--- config.mk ---
export PLATFORM = sky130hd
export DESIGN_NAME = vga_sync_gen_flat
export DESIGN_NICKNAME = d
export VERILOG_FILES = /design/src/rtl/vga_sync_gen_if.sv /design/src/rtl/vga_sync_gen.sv /design/src/flat_wrapper.sv
export SDC_FILE = /design/constraint.sdc
export NUM_CORES = 1
export LEC_CHECK = 0
export CAP_MARGIN = 10
export CORE_MARGIN = 2
export CORE_UTILIZATION = 49
export DETAILED_ROUTE_END_ITERATION = 10
export PLACE_DENSITY = 0.7
export SLEW_MARGIN = 40
export SYNTH_ARGS = -nofsm -noshare
export SYNTH_HDL_FRONTEND = slang
export SYNTH_SLANG_ARGS = --single-unit
export TNS_END_PERCENT = 100
--- constraint.sdc ---
create_clock -name clk_25 -period 1.9 [get_ports clk_25]
set_input_delay 0.19 -clock clk_25 [delete_from_list [all_inputs] [get_ports clk_25]]
set_output_delay 0.19 -clock clk_25 [all_outputs]
set_load 0.005 [all_outputs]
--- src/rtl/vga_sync_gen_if.sv ---
// Raster timing bundle from the sync generator to the pixel/colour stage.
// All signals are registered by the generator and mutually aligned.
interface vga_sync_gen_if;
  logic       hsync;
  logic       vsync;
  logic       video_on;
  logic [9:0] pixel_x;
  logic [9:0] pixel_y;
  logic       frame_start;

  modport master (output hsync, vsync, video_on, pixel_x, pixel_y, frame_start);
  modport slave  (input  hsync, vsync, video_on, pixel_x, pixel_y, frame_start);
endinterface

--- src/rtl/vga_sync_gen.sv ---
// VGA raster timing generator: h/v counters with phase FSMs, registered outputs
// that show the decode of the counters one pixel clock later; no backpressure.
module vga_sync_gen #(
  parameter int H_ACTIVE = 640,
  parameter int H_FRONT  = 16,
  parameter int H_SYNC   = 96,
  parameter int H_BACK   = 48,
  parameter int V_ACTIVE = 480,
  parameter int V_FRONT  = 10,
  parameter int V_SYNC   = 2,
  parameter int V_BACK   = 33,
  parameter bit SYNC_POL = 1'b0
) (
  input  logic           clk_25,
  input  logic           reset_n,
  vga_sync_gen_if.master vga
);

  localparam int H_TOTAL = H_ACTIVE + H_FRONT + H_SYNC + H_BACK;
  localparam int V_TOTAL = V_ACTIVE + V_FRONT + V_SYNC + V_BACK;

  localparam logic [9:0] H_ACT_LAST = 10'(H_ACTIVE - 1);
  localparam logic [9:0] H_FP_LAST  = 10'(H_ACTIVE + H_FRONT - 1);
  localparam logic [9:0] H_SY_LAST  = 10'(H_ACTIVE + H_FRONT + H_SYNC - 1);
  localparam logic [9:0] H_LAST     = 10'(H_TOTAL - 1);
  localparam logic [9:0] V_ACT_LAST = 10'(V_ACTIVE - 1);
  localparam logic [9:0] V_FP_LAST  = 10'(V_ACTIVE + V_FRONT - 1);
  localparam logic [9:0] V_SY_LAST  = 10'(V_ACTIVE + V_FRONT + V_SYNC - 1);
  localparam logic [9:0] V_LAST     = 10'(V_TOTAL - 1);

  typedef enum logic [1:0] {
    PH_ACTIVE = 2'd0,
    PH_FRONT  = 2'd1,
    PH_SYNC   = 2'd2,
    PH_BACK   = 2'd3
  } phase_t;

  phase_t     h_state, h_state_nxt;
  phase_t     v_state, v_state_nxt;
  logic [9:0] h_cnt, h_cnt_nxt;
  logic [9:0] v_cnt, v_cnt_nxt;
  logic       h_wrap, v_wrap;

  always_ff @(posedge clk_25 or negedge reset_n) begin
    if (!reset_n) begin
      h_cnt   <= '0;
      v_cnt   <= '0;
      h_state <= PH_ACTIVE;
      v_state <= PH_ACTIVE;
    end else begin
      h_cnt   <= h_cnt_nxt;
      v_cnt   <= v_cnt_nxt;
      h_state <= h_state_nxt;
      v_state <= v_state_nxt;
    end
  end

  // Wrap on >= so an out-of-range count can never run away.
  always_comb begin
    h_wrap    = (h_cnt >= H_LAST);
    v_wrap    = (v_cnt >= V_LAST);
    h_cnt_nxt = h_wrap ? 10'd0 : h_cnt + 10'd1;
    v_cnt_nxt = v_cnt;
    if (h_wrap) begin
      v_cnt_nxt = v_wrap ? 10'd0 : v_cnt + 10'd1;
    end
  end

  always_comb begin
    h_state_nxt = h_state;
    case (h_state)
      PH_ACTIVE: if (h_cnt == H_ACT_LAST) h_state_nxt = PH_FRONT;
      PH_FRONT:  if (h_cnt == H_FP_LAST)  h_state_nxt = PH_SYNC;
      PH_SYNC:   if (h_cnt == H_SY_LAST)  h_state_nxt = PH_BACK;
      PH_BACK:   if (h_wrap)              h_state_nxt = PH_ACTIVE;
      default:                            h_state_nxt = PH_ACTIVE;
    endcase
    // Counter wrap always lands on ACTIVE, keeping phase and count in step.
    if (h_wrap) h_state_nxt = PH_ACTIVE;
  end

  always_comb begin
    v_state_nxt = v_state;
    if (h_wrap) begin
      case (v_state)
        PH_ACTIVE: if (v_cnt == V_ACT_LAST) v_state_nxt = PH_FRONT;
        PH_FRONT:  if (v_cnt == V_FP_LAST)  v_state_nxt = PH_SYNC;
        PH_SYNC:   if (v_cnt == V_SY_LAST)  v_state_nxt = PH_BACK;
        PH_BACK:   if (v_wrap)              v_state_nxt = PH_ACTIVE;
        default:                            v_state_nxt = PH_ACTIVE;
      endcase
      if (v_wrap) v_state_nxt = PH_ACTIVE;
    end
  end

  always_ff @(posedge clk_25 or negedge reset_n) begin
    if (!reset_n) begin
      vga.hsync       <= ~SYNC_POL;
      vga.vsync       <= ~SYNC_POL;
      vga.video_on    <= 1'b0;
      vga.pixel_x     <= '0;
      vga.pixel_y     <= '0;
      vga.frame_start <= 1'b0;
    end else begin
      vga.hsync       <= (h_state == PH_SYNC) ? SYNC_POL : ~SYNC_POL;
      vga.vsync       <= (v_state == PH_SYNC) ? SYNC_POL : ~SYNC_POL;
      vga.video_on    <= (h_state == PH_ACTIVE) && (v_state == PH_ACTIVE);
      vga.pixel_x     <= h_cnt;
      vga.pixel_y     <= v_cnt;
      vga.frame_start <= (h_cnt == 10'd0) && (v_cnt == 10'd0);
    end
  end

endmodule
--- src/flat_wrapper.sv ---
// flat-port wrapper written by rule: the top's interface ports become plain ports
module vga_sync_gen_flat 
#(
  parameter int H_ACTIVE = 640,
  parameter int H_FRONT  = 16,
  parameter int H_SYNC   = 96,
  parameter int H_BACK   = 48,
  parameter int V_ACTIVE = 480,
  parameter int V_FRONT  = 10,
  parameter int V_SYNC   = 2,
  parameter int V_BACK   = 33,
  parameter bit SYNC_POL = 1'b0
)
  (clk_25, reset_n, vga_hsync, vga_vsync, vga_video_on, vga_pixel_x, vga_pixel_y, vga_frame_start);
  vga_sync_gen_if vga_i ();
  input  logic clk_25;
  input  logic reset_n;
  output wire logic [$bits(vga_i.hsync)-1:0] vga_hsync;
  output wire logic [$bits(vga_i.vsync)-1:0] vga_vsync;
  output wire logic [$bits(vga_i.video_on)-1:0] vga_video_on;
  output wire logic [$bits(vga_i.pixel_x)-1:0] vga_pixel_x;
  output wire logic [$bits(vga_i.pixel_y)-1:0] vga_pixel_y;
  output wire logic [$bits(vga_i.frame_start)-1:0] vga_frame_start;
  assign vga_hsync = vga_i.hsync;
  assign vga_vsync = vga_i.vsync;
  assign vga_video_on = vga_i.video_on;
  assign vga_pixel_x = vga_i.pixel_x;
  assign vga_pixel_y = vga_i.pixel_y;
  assign vga_frame_start = vga_i.frame_start;
  vga_sync_gen #(.H_ACTIVE(H_ACTIVE), .H_FRONT(H_FRONT), .H_SYNC(H_SYNC), .H_BACK(H_BACK), .V_ACTIVE(V_ACTIVE), .V_FRONT(V_FRONT), .V_SYNC(V_SYNC), .V_BACK(V_BACK), .SYNC_POL(SYNC_POL)) u_core (.clk_25(clk_25), .reset_n(reset_n), .vga(vga_i));
endmodule
==> results_dict.tcl <==
set metrics [dict create \
    grt_max_degree 49 \
    slowest_delay_ps 540 \
    die_area_sq_um 4880 \
    crit_chain "or4b_4 -> o31a_1 -> nor4_4 -> buf_4 -> nand2_2 -> o2bb2ai_2" \
    timing.fmax_mhz 523 \
    cts_num_sinks 48 \
    areaGrowthSynthToFinish_pct 32.6 \
    yosys-top-cells-count "46 x dfrtp_1, 15 x ha_1, 15 x nand2_1" \
    drive_gt1_share_pct 23.7 \
    antenna_found_initial 0 \
    required_ps 2130 \
    drt_iter0_drc 150 \
    cts.clk_slew.worst_paths_ps 80 \
    switching_share_pct 20.8 \
    n_fill_cell 297 \
    violations "setup timing" \
    numPortBuffers 25 \
    cp_slowest_cell "or4b_4" \
    synthCells 187 \
    fin_skew_ps 5.91 \
    vias 1624 \
    initial_core_util_pct 52.1 \
    drv_cap 0 \
    clk_path_buf_depth 2 \
    synth_cell_types 42 \
    n_antenna_cell 0 \
    comb_power_share_pct 1.7 \
    totalWireLength_um 4630 \
    finalSetupViolCount 2 \
    crit_buf_inv 1 \
    seqCellArea_sq_um 1200 \
    fin_ws_ps -11.7 \
    relSlewSlack_pct 73.1 \
    wire_per_inst_um 15.9 \
    slew_viol_final 0 \
    path_class "flop to flop" \
    leakagePower_uw 0.00125 \
    synth_top_flop_cell "dfrtp_1" \
    fin_crit_sh_pct 101 \
    yosysTopAreaCell "dfrtp_1" \
    critPathArrivalTime_ps 2140 \
    clk_latency_ps 300 \
    drcViolationCount 0 \
    syn-num-nets 204 \
    synthArstFlopShare_pct 100 \
    grt.overflow.total 0 \
    grt_pass1_vias 1645 \
    ys_seq_elements 48 \
    power.switching_uw 336 \
    die_w_um 69.9 \
    rows 23 \
    seq_area_frac_synth_pct 56.6 \
    critPathMaxFanout 2 \
    synth.most_common_cell "dfrtp_1" \
    gp_congestion 0.858 \
    cts_buffers 5 \
    htreeDepth 2 \
    grt_usage_pct 20.6 \
    boundaryPins 26 \
    dr.pass1.iters 4 \
    postSynthAreaPerCell_sq_um 11.4 \
    grt_pass1_wl_um 7890 \
    finish.net_count 258 \
    intPower_uw 1280 \
    power_uw 1610 \
    multi_input_area_sq_um 933 \
    status "finished with violations" \
    p_seq_share_pct 63.2 \
    root_buffer "clkbuf_8" \
    hpwl_um 3200 \
    synth-edff-count 0 \
    critPathTopFamily "simple AND/OR/NAND/NOR gates" \
    worst_slew_pin_slew_ps 400 \
    critPathCaptureType "flop" \
    dieHeight_um 69.9 \
    syn-cell-area_sq_um 2130 \
    power_frac_clock_pct 35.1 \
    yosysTopAreaCellShare_pct 54.1 \
    p_per_area_nw_per_um2 572 \
    rsz0062_at_grt "yes" \
    hold_class "input port to asynchronous set/reset pin" \
    period_minus_slack_ps 1910 \
    ys_warn_count 0 \
    viasPerCell 5.58 \
    yosys-top-cells-area "dfrtp_1 54%, ha_1 8.8%, nand2_1 2.6%" \
    core-area_sq_um 4090 \
    irDropWorstVdd_v 0.000359 \
    antenna_left 0 \
    fin_hold_ws_ps 402 \
    hold_viol_final 0 \
    startpoint_type "flop" \
    cts_tree "built" \
]
path summary, 6_finish.rpt:
check / start / to / slack (ps) / cells after the start
worst min register to register: u_core.h_cnt[3] / u_core.vga.pixel_x[3] / 500 / 0
max in group asynchronous: reset_n / u_core.vga.vsync / 1220 / 3
worst max-delay path: u_core.v_cnt[9] / u_core.v_state[0] / -10 / 6
worst min-delay path: reset_n / u_core.h_cnt[4] / 400 / 3
worst max register to register: u_core.v_cnt[9] / u_core.v_state[0] / -10 / 6
min in group clk_25: u_core.h_cnt[3] / u_core.vga.pixel_x[3] / 500 / 0
worst min-delay path, cell delays in order:
cell and delay [ps]:
dlygate4sd3_1 520, buf_2 120, buf_12 250
routing by layer:
metal,vias up,track usage (%),share of wire [%]
met3,4,4.91,5.9
li1,758,-,-
met4,0,9.19,0.99
met1,811,26.6,44
met5,-,0,0
met2,51,33.2,49
stage by stage:
| step | area (sq um) | cells | TNS (ps) | setup WS (ps) | util [%] |
|---|---|---|---|---|---|
| 2_1_floorplan | 2130 | 187 | 0 | 15.6 | - |
| 3_3_place_gp | 2620 | 280 | 0 | 34.9 | 64.0 |
| 3_5_place_dp | 2620 | 280 | -7.24 | -7.24 | 64.0 |
| 4_1_cts | 2750 | 290 | 0 | 5.64 | 67.4 |
| 5_1_grt | 2820 | 291 | -255 | -70.9 | 69.0 |
| 6_report | 2820 | 291 | -23.2 | -11.7 | 69.0 |
area by class of cell:
cell class	count	share of cell area, %
Sequential cell	48	42.7
Timing Repair Buffer	53	17.4
Clock inverter	1	0.177
Multi-Input combinational cell	119	33.1
Clock buffer	6	2.57
Inverter	14	1.86
Tap cell	50	2.22
timing repair:
action | in CTS | in global routing
endpoints found under the hold margin | 46 | 0
gates resized for setup | 6 | 15
endpoints found under the setup margin | 2 | 12
setup buffers | 2 | 1
pin swaps | 4 | 9
hold buffers | 1 | 0
sequential cells by signal, summed over array words and instances (netlist names):
register,cells
u_core.h_cnt,10
u_core.v_cnt,10
u_core.vga.pixel_x,10
u_core.vga.pixel_y,10
u_core.h_state,2
u_core.v_state,2
u_core.vga.frame_start,1
u_core.vga.hsync,1
u_core.vga.video_on,1
u_core.vga.vsync,1
power groups by stage:
stage               clock network [uW]  logic [uW]  registers [uW]
CTS                                590        28.0            1020
finish                             567        26.7            1020
global placement                     0        25.4            1040
global route                       630        31.6            1020
detailed placement                   0        26.5            1040
floorplan                            0    0.000324            1040
cell usage in the layout, fill, tap and decap left out, drive strengths merged, types with 2 or more instances in the layout:
| cell | netlist | layout |
|---|---|---|
| dfrtp | 46 | 46 |
| buf | 3 | 28 |
| clkdlybuf4s50 | 0 | 24 |
| ha | 15 | 15 |
| nor2 | 15 | 15 |
| nand2 | 15 | 15 |
| inv | 14 | 14 |
| o21ai | 11 | 11 |
| nand3 | 7 | 7 |
| clkbuf | 3 | 6 |
| o31ai | 6 | 6 |
| a21oi | 5 | 5 |
| xor2 | 4 | 4 |
| a31oi | 4 | 4 |
| xnor2 | 3 | 3 |
| and3 | 3 | 3 |
| nand4 | 3 | 3 |
| and4 | 3 | 3 |
| and2 | 3 | 3 |
| nor4 | 3 | 3 |
| o31a | 3 | 3 |
| a41oi | 2 | 2 |
| nor3 | 2 | 2 |
| dfstp | 2 | 2 |
| nor3b | 2 | 2 |
cell families after synthesis:
kind of cell    share of synthesized area [%]
compound gates                           12.2
xor+xnor                                 2.88
fa+ha+maj                                8.82
buf+inv                                  3.65
flops                                    56.6
simple gates                             15.9
Power figures use the tool's default switching activity.
